--- src/rtl/calc_disp_pkg.sv ---
// calc_disp_pkg: shared segment encodings, FSM states and display limit for calc_display_driver.
package calc_disp_pkg;
    typedef enum logic [1:0] {IDLE, SHIFT, UPDATE} state_t;
    localparam logic [6:0] SEG_BLANK = 7'b1111111;
    localparam logic [6:0] SEG_DASH = 7'b0111111;
    localparam logic [6:0] SEG_DIGIT [0:9] = '{
        7'b1000000, 7'b1111001, 7'b0100100, 7'b0110000, 7'b0011001,
        7'b0010010, 7'b0000010, 7'b1111000, 7'b0000000, 7'b0010000
    };
    function automatic int disp_max(input int digits);
        return 10 ** digits - 1;
    endfunction
    localparam int DISP_MAX = disp_max(4);
endpackage

--- src/rtl/bcd_to_7seg.sv ---
// bcd_to_7seg: one BCD digit to active-low {g,f,e,d,c,b,a} segments with blank and dash overrides.
module bcd_to_7seg
    import calc_disp_pkg::*;
(
    input  logic [3:0] bcd,
    input  logic       blank,
    input  logic       dash,
    output logic [6:0] seg
);
    always_comb seg = blank ? SEG_BLANK : dash ? SEG_DASH : bcd > 4'd9 ? SEG_BLANK : SEG_DIGIT[bcd];
endmodule

--- src/rtl/calc_display_driver.sv ---
// calc_display_driver: sequential binary-to-BCD (shift-and-add-3) driving four digits plus a sign digit.
// Define CALC_DISP_LZ_BLANK_EN to blank leading zeros on hex3..hex1.
module calc_display_driver
    import calc_disp_pkg::*;
#(
    parameter int WIDTH = 14,
    parameter int DIGITS = 4,
    parameter int CNT_W = 4
) (
    input  logic             clk,
    input  logic             rst_n,
    input  logic [WIDTH-1:0] value,
    input  logic             sinal,
    input  logic             en,
    output logic [6:0]       hex0,
    output logic [6:0]       hex1,
    output logic [6:0]       hex2,
    output logic [6:0]       hex3,
    output logic [6:0]       hex_sign,
    output logic             busy,
    output logic             ovf
);
    localparam int BW = 4 * DIGITS;
    localparam logic [WIDTH-1:0] LIM = WIDTH'(disp_max(DIGITS));
    state_t           state;
    logic [WIDTH+1:0] shadow;
    logic [WIDTH-1:0] bin;
    logic [BW-1:0]    bcd, adj;
    logic [CNT_W-1:0] cnt;
    logic             cap_en, cap_sign, cap_ovf;
    logic [3:0]       lz;
    logic [6:0]       seg [4];
    always_comb begin
        adj = bcd;
        for (int j = 0; j < DIGITS; j++)
            adj[4*j+:4] = bcd[4*j+:4] >= 4'd5 ? bcd[4*j+:4] + 4'd3 : bcd[4*j+:4];
    end
    always_comb begin
        lz = '0;
`ifdef CALC_DISP_LZ_BLANK_EN
        lz[3] = bcd[15:12] == 4'd0;
        lz[2] = lz[3] && bcd[11:8] == 4'd0;
        lz[1] = lz[2] && bcd[7:4] == 4'd0;
`endif
    end
    // overflow dashes win over leading-zero blanking; a disabled display wins over both
    for (genvar i = 0; i < 4; i++) begin : g_dig
        bcd_to_7seg u_seg (
            .bcd  (bcd[4*i+:4]),
            .blank(!cap_en || (!cap_ovf && lz[i])),
            .dash (cap_ovf),
            .seg  (seg[i])
        );
    end
    always_ff @(posedge clk or negedge rst_n) begin
        if (!rst_n) begin
            state    <= IDLE;
            shadow   <= '1;
            bin      <= '0;
            bcd      <= '0;
            cnt      <= '0;
            cap_en   <= 1'b0;
            cap_sign <= 1'b0;
            cap_ovf  <= 1'b0;
            hex0     <= SEG_BLANK;
            hex1     <= SEG_BLANK;
            hex2     <= SEG_BLANK;
            hex3     <= SEG_BLANK;
            hex_sign <= SEG_BLANK;
            busy     <= 1'b0;
            ovf      <= 1'b0;
        end else begin
            case (state)
                IDLE: if ({en, sinal, value} != shadow) begin
                    shadow   <= {en, sinal, value};
                    bin      <= value;
                    bcd      <= '0;
                    cnt      <= '0;
                    cap_en   <= en;
                    cap_sign <= sinal;
                    cap_ovf  <= value > LIM;
                    busy     <= 1'b1;
                    state    <= SHIFT;
                end
                SHIFT: begin
                    {bcd, bin} <= {adj[BW-2:0], bin, 1'b0};
                    cnt        <= cnt + CNT_W'(1);
                    if (cnt == CNT_W'(WIDTH - 1)) state <= UPDATE;
                end
                UPDATE: begin
                    hex0     <= seg[0];
                    hex1     <= seg[1];
                    hex2     <= seg[2];
                    hex3     <= seg[3];
                    hex_sign <= cap_en && cap_sign ? SEG_DASH : SEG_BLANK;
                    ovf      <= cap_en && cap_ovf;
                    busy     <= 1'b0;
                    state    <= IDLE;
                end
                default: state <= IDLE;
            endcase
        end
    end
endmodule

--- config.mk ---
export PLATFORM = sky130hd
export DESIGN_NAME = calc_display_driver
export DESIGN_NICKNAME = d
export VERILOG_FILES = /design/src/rtl/calc_disp_pkg.sv /design/src/rtl/bcd_to_7seg.sv /design/src/rtl/calc_display_driver.sv
export SDC_FILE = /design/constraint.sdc
export NUM_CORES = 1
export LEC_CHECK = 0
export BUFFER_PORTS_ARGS = -buffer_cell sky130_fd_sc_hd__buf_2
export CORE_MARGIN = 2
export CORE_UTILIZATION = 50
export DETAILED_ROUTE_END_ITERATION = 8
export GPL_TIMING_DRIVEN = 0
export PLACE_DENSITY = 0.7
export SLEW_MARGIN = 10
export SYNTH_ARGS = -nofsm -noshare
export SYNTH_HDL_FRONTEND = slang
export SYNTH_HIERARCHICAL = 1
export SYNTH_SLANG_ARGS = --single-unit
--- constraint.sdc ---
create_clock -name clk -period 2.2 [get_ports clk]
set_input_delay 0.22 -clock clk [delete_from_list [all_inputs] [get_ports clk]]
set_output_delay 0.22 -clock clk [all_outputs]
set_load 0.02 [all_outputs]
[Yosys cells after proc, flatten, opt, wreduce, memory -nomap -nowiden]
Memories as Yosys holds them, arrays and structs flattened.
Index checks and enable logic that the tools add are counted.
Word-level totals
  bits in read-only memories: 448
  input bits: 18
  output and inout port bits: 37
  word-level logic and storage cells: 92
  memories kept: 4
  register bits after elaboration: 92
Operators by class
  multiplexer cells: 36
  magnitude comparators: 13
  bitwise operators: 4
  reduce and logical (&&, ||, !) cells: 9
  equal/unequal tests: 6
  add/subtract/negate cells: 5
Memory list
  (no name shown): depth 16, width 7, read ports 1, clocked after memory_dff 0, wr ports 0, RTL line bcd_to_7seg.sv:10  | always_comb seg = blank ? SEG_BLANK : dash ? SEG_DASH : bcd > 4'd9 ? SEG_BLANK : SEG_DIGIT[bcd];
  (no name shown): depth 16, width 7, read ports 1, clocked after memory_dff 0, wr ports 0, RTL line bcd_to_7seg.sv:10
  (no name shown): depth 16, width 7, read ports 1, clocked after memory_dff 0, wr ports 0, RTL line bcd_to_7seg.sv:10
  (no name shown): depth 16, width 7, read ports 1, clocked after memory_dff 0, wr ports 0, RTL line bcd_to_7seg.sv:10
Operators by type and width (count)
  7-bit two-way mux: 21
  16-bit one-hot mux with 2 select lines: 1
  14-bit one-hot mux with 2 select lines: 1
  5-bit >= comparator (second input constant): 4
  4-bit NOT with 5-bit output: 4
  4-bit by 3-bit >= comparator with 1-bit output (second input constant): 4
  4-bit greater-than comparator (second input constant): 4
  16-bit two-way mux: 1
  4-bit two-way mux: 4
  16-bit inequality test: 1
  14-bit greater-than comparator (second input constant): 1
  14-bit two-way mux: 1
  4-bit by 2-bit adder with 4-bit output (second input constant): 3
  4-bit one-hot mux with 2 select lines: 1
  2-bit AND reduction: 4
  4-bit by 1-bit adder with 4-bit output (second input constant): 1
  4-bit equality test (second input constant): 1
  2-bit two-way mux: 2
  2-bit inequality test (second input constant): 2
  2-bit one-hot mux with 2 select lines: 1
  2-bit nonzero test: 2
  3-bit by 2-bit adder with 3-bit output (second input constant): 1
  3-bit two-way mux: 1
  2-bit by 1-bit equality test with 1-bit output (second input constant): 1
  other kinds (5): 6

[Logic depth before layout (Yosys ltp)]
Gate-level depths: netlist of run 1.
  depth after elaboration: 7
  gate-level depth with buffers: 7
  depth with buffers taken out: 7

[By module]
The synthesis of run 1 kept the hierarchy.
Modules (own cells, without submodules)
  calc_display_driver: area an instance 4126.5 um^2, times used 1, cells an instance 341
  bcd_to_7seg: area an instance 222.7 um^2, times used 4, cells an instance 32

[Worst setup path before layout of run 1]
Ideal clock, no wire load.
  kind: register -> register
  from: register shadow[14]
  to: register shadow[10]
  required time: 2.118 ns
  stages on the path, launching flop included: 8
  clock period less this slack: 1.849 ns
  arrival time: 1.767 ns
  slack: 0.351 ns
  cells stage by stage: dfstp_2 > xnor2_1 > nand4_1 > nor4_2 > or3_1 > buf_6 > buf_6 > mux2_4
Between the ends
  cells in the longest elaborated chain, start to end: 2
Ends and longest elaborated chain
  start: declaration: RTL line calc_display_driver.sv:26  | logic [WIDTH+1:0] shadow;
  start signal: assignment: RTL line calc_display_driver.sv:75  | shadow <= {en, sinal, value};
  16-bit inequality test: RTL line calc_display_driver.sv:74  | IDLE: if ({en, sinal, value} != shadow) begin
  2-bit AND reduction (no line)
No other way between the ends.
A chain may end at the register's enable or synchronous reset.

[Final worst setup path of run 1]
  from: register shadow[5]
  to: register shadow[11]
The elaborated chain is that of the path after synthesis.

==> run summary, run 1 <==
Die height = 104 um
Outcome = complete, no violations
Synthesized flop and latch total = 86
GR Overflow Total = 0
Unrepaired setup endpoints after global routing = false
Die ar. = 0.0109 sq mm
Port bufs = 48
Highest Clock Rate = 481 MHz
Post-DP HPWL = 6.74 mm
R2R depth = 7
GRT Total Usage = 0.179
Non-filler instance count after layout = 673
Final Cycle Share = 0.946
Syn Inst Count = 469
Final Power = 8.63 mW
Syn-to-layout area delta = 13.2%
Top Ports = 55
Initial antenna violation count = 0
Final min period = 2.08 ns
Worst-Skew Late Latency = 0.36 ns
Critical path class = register to register
Post-route ant nets = 0
Most frequent cells in the layout = nand2_1 (67), buf_2 (51), dfstp_2 (45)
Detailed-route DRC error count = 0
Leak Pwr = 2.54 nW
Nets = 583
RR Startpoint = shadow[5]
Worst Max-Slew Pin Slew = 0.686 ns
Unique masters post-synth = 43
First drt pass iteration count = 4
Most frequent CP cell = buf_6
Worst Setup End Kind = register
Antenna diode count = 0
Ys flop type = dfstp_2
Worst slew margin = 0.543
CTS tree = done
Worst-path clk slew = 0.10 ns
Fraction of registers with async set/reset = 1.00
Final setup fails = 0
Final hold vios = 0
Cell-by-cell trace of the critical path = xnor2_1, nand4_1, nor4_4, or3_1, buf_6, buf_6, mux2_4
Commonest non-fill, non-tap cell in the layout = nand2_1
Number of fill cells = 854
R2r setup slk = 0.12 ns
Die X = 104 um
TritonCTS Sinks = 86
CP Launch Type = register
Layout Skew = 0.0147 ns
Post-synth EDFFs = 0
Max Root-Sink Buffers = 2
CP endpoint = shadow[11]
Vias in the first global route = 3402
CTS root buf = clkbuf_8
RD Place Congestion = 0.815
Post-CTS Setup Bufs = 0
Vias/cell = 5.07
PD cells = 1520 mW/mm^2
Placed Cells = 656
Setup TNS = 0 ns
DR iter-0 viols = 84
First-pass GRT wire length = 15.8 mm
Std-Cell Rows = 36
Reg-to-reg endpoint = shadow[11]
Starting Density = 0.513
Num CTS Buffers = 9
Worst path max stage delay = 0.55 ns
Mean Syn Cell Area = 10.7 sq um
Total wire length = 9.45 mm
Max Cap Violations = 0
Crit-path slowest cell = dfstp_2
DR WL/cell = 14.0 um
YS warnings = 6
Worst hold slack = 0.139 ns
Post-Synthesis Cell Area = 0.00502 sq mm
Setup crit start = shadow[5]
Pins Over Slew Limit = 0
Worst path arrival time = 2.36 ns
Critical Path RT = 2.48 ns
Largest net degree at the start of global routing = 50
CTS H-tree lvls = 3
Core footprint = 0.00977 sq mm
Worst-case vdd ir drop = 0.587 mV
Max FO, Critical Path = 10
Vias post-DR = 3413
Seq/Total Area, Yosys = 0.440
Layout cells sized above 1 = 0.359
Worst Hold Class = primary input to register
per-stage QoR:
| step | util | area (sq um) | worst slack [ns] |
|---|---|---|---|
| after floorplan | - | 5040 | 0.351 |
| after global placement | 0.557 | 5440 | 0.0338 |
| after detailed placement | 0.559 | 5470 | 0.0548 |
| after CTS | 0.580 | 5670 | 0.0372 |
| after global routing | 0.581 | 5680 | 0.000653 |
| final | 0.581 | 5680 | 0.119 |
power breakdown:
| part | switching [mW] | leakage (nW) | internal, mW |
|---|---|---|---|
| Sequential | 0.640 | 0.989 | 2.59 |
| Combinational | 2.24 | 1.46 | 2.05 |
| Clock | 0.583 | 0.0960 | 0.529 |
sequential cells by signal (all words and copies together), names as in the netlist, 2 cells and up:
| name | flops |
|---|---|
| bcd | 16 |
| shadow | 16 |
| bin | 14 |
| hex0 | 7 |
| hex1 | 7 |
| hex2 | 7 |
| hex3 | 7 |
| cnt | 4 |
| state | 2 |
cells by family (layout without fill, tap and decap cells):
group           after synthesis  count (layout)  synth area share
compound gates               86              86             0.121
xor+xnor                     25              25            0.0436
fa+ha+maj                    30              30            0.0748
buf+inv                      60             126            0.0596
flops                        86              86             0.440
mux                          63              63             0.153
other cells                   1               6          0.000747
simple gates                118             118             0.107
how the worst min path moves through the flow:
stage	from	endpoint	slack (ns)	cells after the start
CTS	value[0]	bin[0]	0.12	3
finish	sinal	shadow[14]	0.14	2
floorplan	rst_n	bcd[0]	-0.08	0
global placement	cap_sign	hex_sign[6]	0.41	1
global route	value[6]	shadow[6]	0.13	2
detailed placement	rst_n	busy	0.28	1
Yosys cell counts (5+ instances only):
library cell  instances  area share
nand2_1              67       0.050
dfstp_2              45        0.24
mux2_2               43       0.097
dfrtp_1              41        0.20
inv_1                35       0.026
ha_1                 30       0.075
a21oi_1              25       0.025
xnor2_1              25       0.044
nor2_1               17       0.013
mux2_4               16       0.048
o21ai_1              12       0.012
o21ai_0              11       0.011
o22ai_1              10       0.012
clkbuf_1              9      0.0067
nand2b_1              8       0.010
buf_4                 6      0.0090
nor2b_1               6      0.0075
a31oi_1               5      0.0062
nand4_1               5      0.0062
o211ai_1              5      0.0075
cell type report:
class | instances | area [sq um] | share of cell area
multi-input cells | 328 | 2540 | 0.447
flip-flops and latches | 86 | 2210 | 0.389
repair buffers | 50 | 273 | 0.0480
plain buffers | 25 | 168 | 0.0295
well taps | 133 | 166 | 0.0293
inverters | 35 | 131 | 0.0231
clock buffers | 9 | 124 | 0.0218
clock inverters | 7 | 72.6 | 0.0128
worst max-delay path: cells and delay by family (launching register included):
| kind | cells | cell delay (ns) |
|---|---|---|
| multiplexers | 1 | 0.31 |
| buffers and inverters | 2 | 0.31 |
| flip-flops | 1 | 0.55 |
| XOR/XNOR | 1 | 0.11 |
| AND/OR/NAND/NOR | 3 | 0.72 |
what timing repair did:
item | 4_1_cts | 5_1_grt
hold buffers | 1 | 0
endpoints found under the hold margin | 18 | 0
endpoints found under the setup margin | 0 | 24
gates resized for setup | 0 | 1
per-layer routing:
| layer | global-route usage | share of wire | up-vias |
|---|---|---|---|
| met5 | 0 | 0 | - |
| met2 | 0.315 | 0.50 | 57 |
| li1 | - | - | 1706 |
| met1 | 0.220 | 0.46 | 1637 |
| met3 | 0.0388 | 0.034 | 13 |
| met4 | 0.0502 | 0.015 | 0 |
Power figures use the tool's default switching activity.
==> inputs of run 2 (changes only) <==
--- a/config.mk
+++ b/config.mk
@@ -7,10 +7,10 @@
 export LEC_CHECK = 0
 export BUFFER_PORTS_ARGS = -buffer_cell sky130_fd_sc_hd__buf_2
 export CORE_MARGIN = 2
-export CORE_UTILIZATION = 50
+export CORE_UTILIZATION = 52
 export DETAILED_ROUTE_END_ITERATION = 8
 export GPL_TIMING_DRIVEN = 0
-export PLACE_DENSITY = 0.7
+export PLACE_DENSITY = 0.72
 export SLEW_MARGIN = 10
 export SYNTH_ARGS = -nofsm -noshare
 export SYNTH_HDL_FRONTEND = slang
==> run summary, run 2 (same netlist as run 1, synthesis figures left out) <==
Worst slew margin = 0.521 (-0.0216)
Worst Setup End Kind = register
Worst Max-Slew Pin Slew = 0.718 ns (+0.0325 ns)
Final setup fails = 0 (unchanged)
Top Ports = 55 (unchanged)
Min-delay src = value[0]
GR Overflow Total = 0 (unchanged)
DR iter-0 viols = 68 (-19%)
Nets = 583 (unchanged)
Placed inst area = 0.00547 sq mm (about the same)
DR WL/cell = 14.5 um (+3.6%)
Worst path arrival time = 2.38 ns (+0.02 ns)
CTS H-tree lvls = 3 (unchanged)
Highest Clock Rate = 483 MHz (+0.48%)
Worst-path clk slew = 0.10 ns (about the same)
Max Cap Violations = 0 (unchanged)
CTS root buf = clkbuf_8
PD cells = 1530 mW/mm^2 (+0.68%)
Vias/cell = 5.20 (+2.5%)
Post-DP HPWL = 7.08 mm (+4.9%)
Commonest non-fill, non-tap cell in the layout = nand2_1
Final core occ = 0.613 (+0.0318)
Die ar. = 0.0105 sq mm (-3.7%)
Syn-to-layout area delta = 13.4%
Number of fill cells = 815 (-4.6%)
CTS tree = done
Max Root-Sink Buffers = 2 (unchanged)
Final Cycle Share = 0.941 (-0.00452)
First-pass GRT wire length = 17.0 mm (+7.6%)
Std-Cell Rows = 35 (-2.8%)
Antenna diode count = 0 (unchanged)
Total wire length = 9.73 mm (+3.0%)
RD Place Congestion = 0.819 (+0.56%)
Starting Density = 0.540 (+0.0271)
Most frequent cells in the layout = nand2_1 (67), buf_2 (51), dfstp_2 (45)
Critical Path RT = 2.51 ns (+0.03 ns)
Setup crit start = shadow[9]
Top Registers = bcd x16, shadow x16, bin x14
Worst Hold Class = primary input to register
Critical path class = register to register
Layout cells sized above 1 = 0.359 (unchanged)
Vias post-DR = 3478 (+1.9%)
Num CTS Buffers = 9 (unchanged)
Detailed-route DRC error count = 0 (unchanged)
Worst-case vdd ir drop = 0.634 mV (+8.0%)
Wl on met1 = 4.41 mm (+2.6%)
GRT Total Usage = 0.207 (+0.0289)
Top Layer Used = met4
Post-route ant nets = 0 (unchanged)
Met2 WL = 4.91 mm (+4.8%)
First drt pass iteration count = 4 (unchanged)
Worst-Skew Late Latency = 0.37 ns (about the same)
R2r setup slk = 0.13 ns (about the same)
Port bufs = 48 (unchanged)
Core footprint = 0.00928 sq mm (-5.0%)
Outcome = complete, no violations
Met3 WL = 270 um (-15%)
Vias in the first global route = 3639 (+7.0%)
Unrepaired setup endpoints after global routing = false
Final min period = 2.07 ns (-0.00995 ns)
Max FO, Critical Path = 10 (unchanged)
Initial antenna violation count = 0 (unchanged)
Post-CTS Setup Bufs = 0 (unchanged)
Layout Skew = 0.0155 ns (+0.000758 ns)
Die X = 102 um (-1.9%)
Die height = 102 um (-1.9%)
TritonCTS Sinks = 86 (unchanged)
CP Launch Type = register
Largest net degree at the start of global routing = 53 (+6.0%)
Pins Over Slew Limit = 0 (unchanged)
Setup TNS = 0 ns (unchanged)
Leak Pwr = 2.55 nW (+0.37%)
Finished Cell Area = 0.00569 sq mm (+0.18%)
Final hold vios = 0 (unchanged)
RR Startpoint = shadow[9]
run 2: changes by cell type in the layout (fill, tap and decap cells not counted), sizes merged:
| cell | previous run | this run |
|---|---|---|
| inv | 37 | 38 |
| clkinvlp | 2 | 1 |
run 2: through the flow:
step | hold WS, ns | setup WS [ns] | power [mW] | std cells
2_1_floorplan | -0.0756 | 0.351 | 6.55 | 474
3_3_place_gp | 0.414 | 0.0823 | 7.36 | 651
3_5_place_dp | 0.221 | 0.0663 | 7.59 | 652
4_1_cts | 0.120 | 0.0557 | 8.79 | 669
5_1_grt | 0.122 | 0.00681 | 9.45 | 669
6_report | 0.123 | 0.129 | 8.71 | 669
run 2: worst paths after layout:
check / endpoint / cells after the start
hold / removal: bin[0] / 3
setup / recovery: shadow[9] / 7
min in group asynchronous: bcd[9] / 2
max in group asynchronous: hex0[3] / 3
setup reg to reg: shadow[9] / 7
hold reg to reg: hex_sign[6] / 1
run 2: cell type report:
| cell class | instances | area [sq um] | area share |
|---|---|---|---|
| repair buffers | 50 | 280 | 0.0493 |
| clock inverters | 7 | 80.1 | 0.0141 |
| clock buffers | 9 | 124 | 0.0218 |
| plain buffers | 25 | 168 | 0.0295 |
| well taps | 129 | 161 | 0.0284 |
| multi-input cells | 328 | 2540 | 0.446 |
| inverters | 35 | 131 | 0.0231 |
| flip-flops and latches | 86 | 2210 | 0.388 |
run 2: power by group:
part	switching, mW	internal (mW)	total [mW]	leakage (nW)
clock network	0.623	0.541	1.16	0.102
logic	2.25	2.05	4.30	1.46
registers	0.653	2.59	3.25	0.989
run 2: timing repair:
item	4_1_cts	5_1_grt
gates resized for setup	0	1
setup endpoints to repair	0	7
endpoints found under the hold margin	17	0
hold buffers	1	0
run 2: worst max-delay path, cell delays in order (launching register included):
cell,delay [ns]
dfstp_2,0.55
xnor2_1,0.16
nand4_1,0.18
nor4_4,0.33
or3_1,0.17
buf_6,0.13
buf_6,0.17
mux2_4,0.31
run 2: per-layer routing:
metal	vias to the layer above	GRT usage
li1	1715	-
met3	13	0.0451
met1	1701	0.260
met4	0	0.0513
met2	49	0.367
met5	-	0
==> inputs of run 3 (changes only) <==
--- a/config.mk
+++ b/config.mk
@@ -6,6 +6,7 @@
 export NUM_CORES = 1
 export LEC_CHECK = 0
 export BUFFER_PORTS_ARGS = -buffer_cell sky130_fd_sc_hd__buf_2
+export CORE_ASPECT_RATIO = 1.75
 export CORE_MARGIN = 2
 export CORE_UTILIZATION = 52
 export DETAILED_ROUTE_END_ITERATION = 8
==> constraint.sdc (replaced) <==
create_clock -name clk -period 2.2 [get_ports clk]
set_input_delay 0.44 -clock clk [delete_from_list [all_inputs] [get_ports clk]]
set_output_delay 0.44 -clock clk [all_outputs]
set_load 0.02 [all_outputs]
==> run summary, run 3 (same netlist as run 1, synthesis figures left out) <==
Starting Density = 0.533 (-0.00719)
Post-DP HPWL = 7.23 mm (+2.2%)
R2R depth = 7 (unchanged)
Die ar. = 0.0105 sq mm (+0.31%)
Layout cells sized above 1 = 0.356 (-0.00370)
First-pass GRT wire length = 17.2 mm (+1.1%)
Unrepaired setup endpoints after global routing = false
Die height = 134 um (+31%)
Worst hold slack = 0.359 ns (+0.235 ns)
Core footprint = 0.00941 sq mm (+1.3%)
Post-route ant nets = 0 (unchanged)
DR WL/cell = 15.0 um (+3.3%)
Post-CTS Setup Bufs = 0 (unchanged)
Port bufs = 48 (unchanged)
Min-delay src = value[0]
R2r setup slk = 0.12 ns (about the same)
CP Launch Type = register
CTS H-tree lvls = 3 (unchanged)
Commonest non-fill, non-tap cell in the layout = nand2_1
Final setup fails = 0 (unchanged)
Finished Cell Area = 0.00583 sq mm (+2.4%)
Sw frac = 0.378 (-0.0270)
Antenna diode count = 0 (unchanged)
Std-Cell Rows = 47 (+34%)
Most frequent cells in the layout = nand2_1 (67), buf_2 (51), dfstp_2 (45)
Worst-path clk slew = 0.06 ns (-0.04 ns)
Clock power share = 0.189 (+0.055)
Critical path class = register to register
Max Cap Violations = 0 (unchanged)
Worst slew margin = 0.527 (+0.00605)
Hold path depth = 3 (unchanged)
Highest Clock Rate = 480 MHz (-0.66%)
Hold-critical path endpoint = bin[0]
Setup WS post-layout = 0.115 ns (-0.0137 ns)
Pins Over Slew Limit = 0 (unchanged)
Flop pwr share = 0.347 (-0.026)
Internal Dissipation = 5.82 mW (+12%)
GR Overflow Total = 0 (unchanged)
Total wire length = 9.94 mm (+2.2%)
PD cells = 1610 mW/mm^2 (+4.9%)
CTS tree = done
Initial antenna violation count = 0 (unchanged)
RR Startpoint = shadow[2]
Reg-to-reg endpoint = shadow[13]
Final min period = 2.08 ns (+0.0137 ns)
TritonCTS Sinks = 86 (unchanged)
Worst Setup End Kind = register
Top Registers = bcd x16, shadow x16, bin x14
Leak Pwr = 2.62 nW (+2.7%)
First drt pass iteration count = 4 (unchanged)
Worst Hold Class = primary input to register
Comb power frac = 0.464 (-0.030)
Outcome = complete, no violations
Nets = 583 (unchanged)
Worst Max-Slew Pin Slew = 0.709 ns (-0.00908 ns)
Vias post-DR = 3545 (+1.9%)
CTS root buf = clkbuf_16
Worst-case vdd ir drop = 0.859 mV (+36%)
Num CTS Buffers = 9 (unchanged)
RD Place Congestion = 0.810 (-1.1%)
Final Cycle Share = 0.948 (+0.00624)
Detailed-route DRC error count = 0 (unchanged)
Largest net degree at the start of global routing = 67 (+26%)
Pre-CTS WS = -0.0584 ns (-0.125 ns)
Worst path arrival time = 2.35 ns (-0.03 ns)
Die X = 78.3 um (-23%)
Total net switching power = 3.54 mW (+0.29%)
DR iter-0 viols = 210 (+210%)
Max Root-Sink Buffers = 2 (unchanged)
Final hold vios = 0 (unchanged)
Worst-Skew Late Latency = 0.34 ns (-0.03 ns)
Syn-to-layout area delta = 16.2%
Layout Skew = 0.00470 ns (-0.0108 ns)
Vias/cell = 5.35 (+3.0%)
Critical Path RT = 2.47 ns (-0.04 ns)
Max FO, Critical Path = 10 (unchanged)
Placed inst area = 0.00546 sq mm (-0.16%)
Top Ports = 55 (unchanged)
GRT Total Usage = 0.209 (+0.00169)
Vias in the first global route = 3737 (+2.7%)
-- run 3: worst max-delay path: stages, from the launching register on --
cell and delay, ns:
dfstp_2 0.53, xnor2_1 0.16, nand4_1 0.19, nor4_4 0.35
or3_1 0.16, buf_6 0.12, buf_6 0.18, mux2_4 0.31
-- run 3: power by group through the flow --
stage	Sequential [mW]	Clock, mW	Combinational (mW)
5_1_grt	3.37	1.87	4.85
4_1_cts	3.25	1.81	4.36
2_1_floorplan	3.49	0	3.06
3_5_place_dp	3.28	0	4.32
6_report	3.25	1.77	4.34
3_3_place_gp	3.22	0	4.16
-- run 3: how the worst max path moves through the flow --
stage	start	endpoint	slack (ns)	cells past startpoint
finish	shadow[2]	shadow[13]	0.12	7
global route	shadow[2]	shadow[13]	0.004	7
CTS	shadow[2]	shadow[13]	0.06	7
detailed placement	value[2]	shadow[14]	-0.06	8
global placement	value[2]	shadow[9]	-0.06	8
floorplan	shadow[14]	shadow[10]	0.35	7
-- run 3: cell type report --
type,count,area [sq um]
plain buffers,25,168
clock buffers,13,260
clock inverters,3,90.1
fillers,777,3580
inverters,35,131
multi-input cells,328,2540
flip-flops and latches,86,2210
well taps,122,153
repair buffers,50,280
-- run 3: per-stage QoR --
| step | util | instances | setup TNS, ns | power [mW] |
|---|---|---|---|---|
| after floorplan | - | 474 | 0 | 6.55 |
| after global placement | 0.577 | 644 | -0.744 | 7.38 |
| after detailed placement | 0.580 | 645 | -0.457 | 7.60 |
| after CTS | 0.618 | 662 | 0 | 9.42 |
| after global routing | 0.619 | 662 | 0 | 10.1 |
| final | 0.619 | 662 | 0 | 9.36 |
-- run 3: layer usage --
metal  wire length [um]  GRT usage  part of all wire
met1               3800      0.222              0.38
met4                250     0.0975             0.025
met5                  0          0                 0
met3                339     0.0350             0.034
met2               5550      0.394              0.56
-- run 3: timing repair --
item,4_1_cts,5_1_grt
hold buffers,1,0
endpoints found under the hold margin,6,0
resized for setup,0,1
endpoints found under the setup margin,0,6
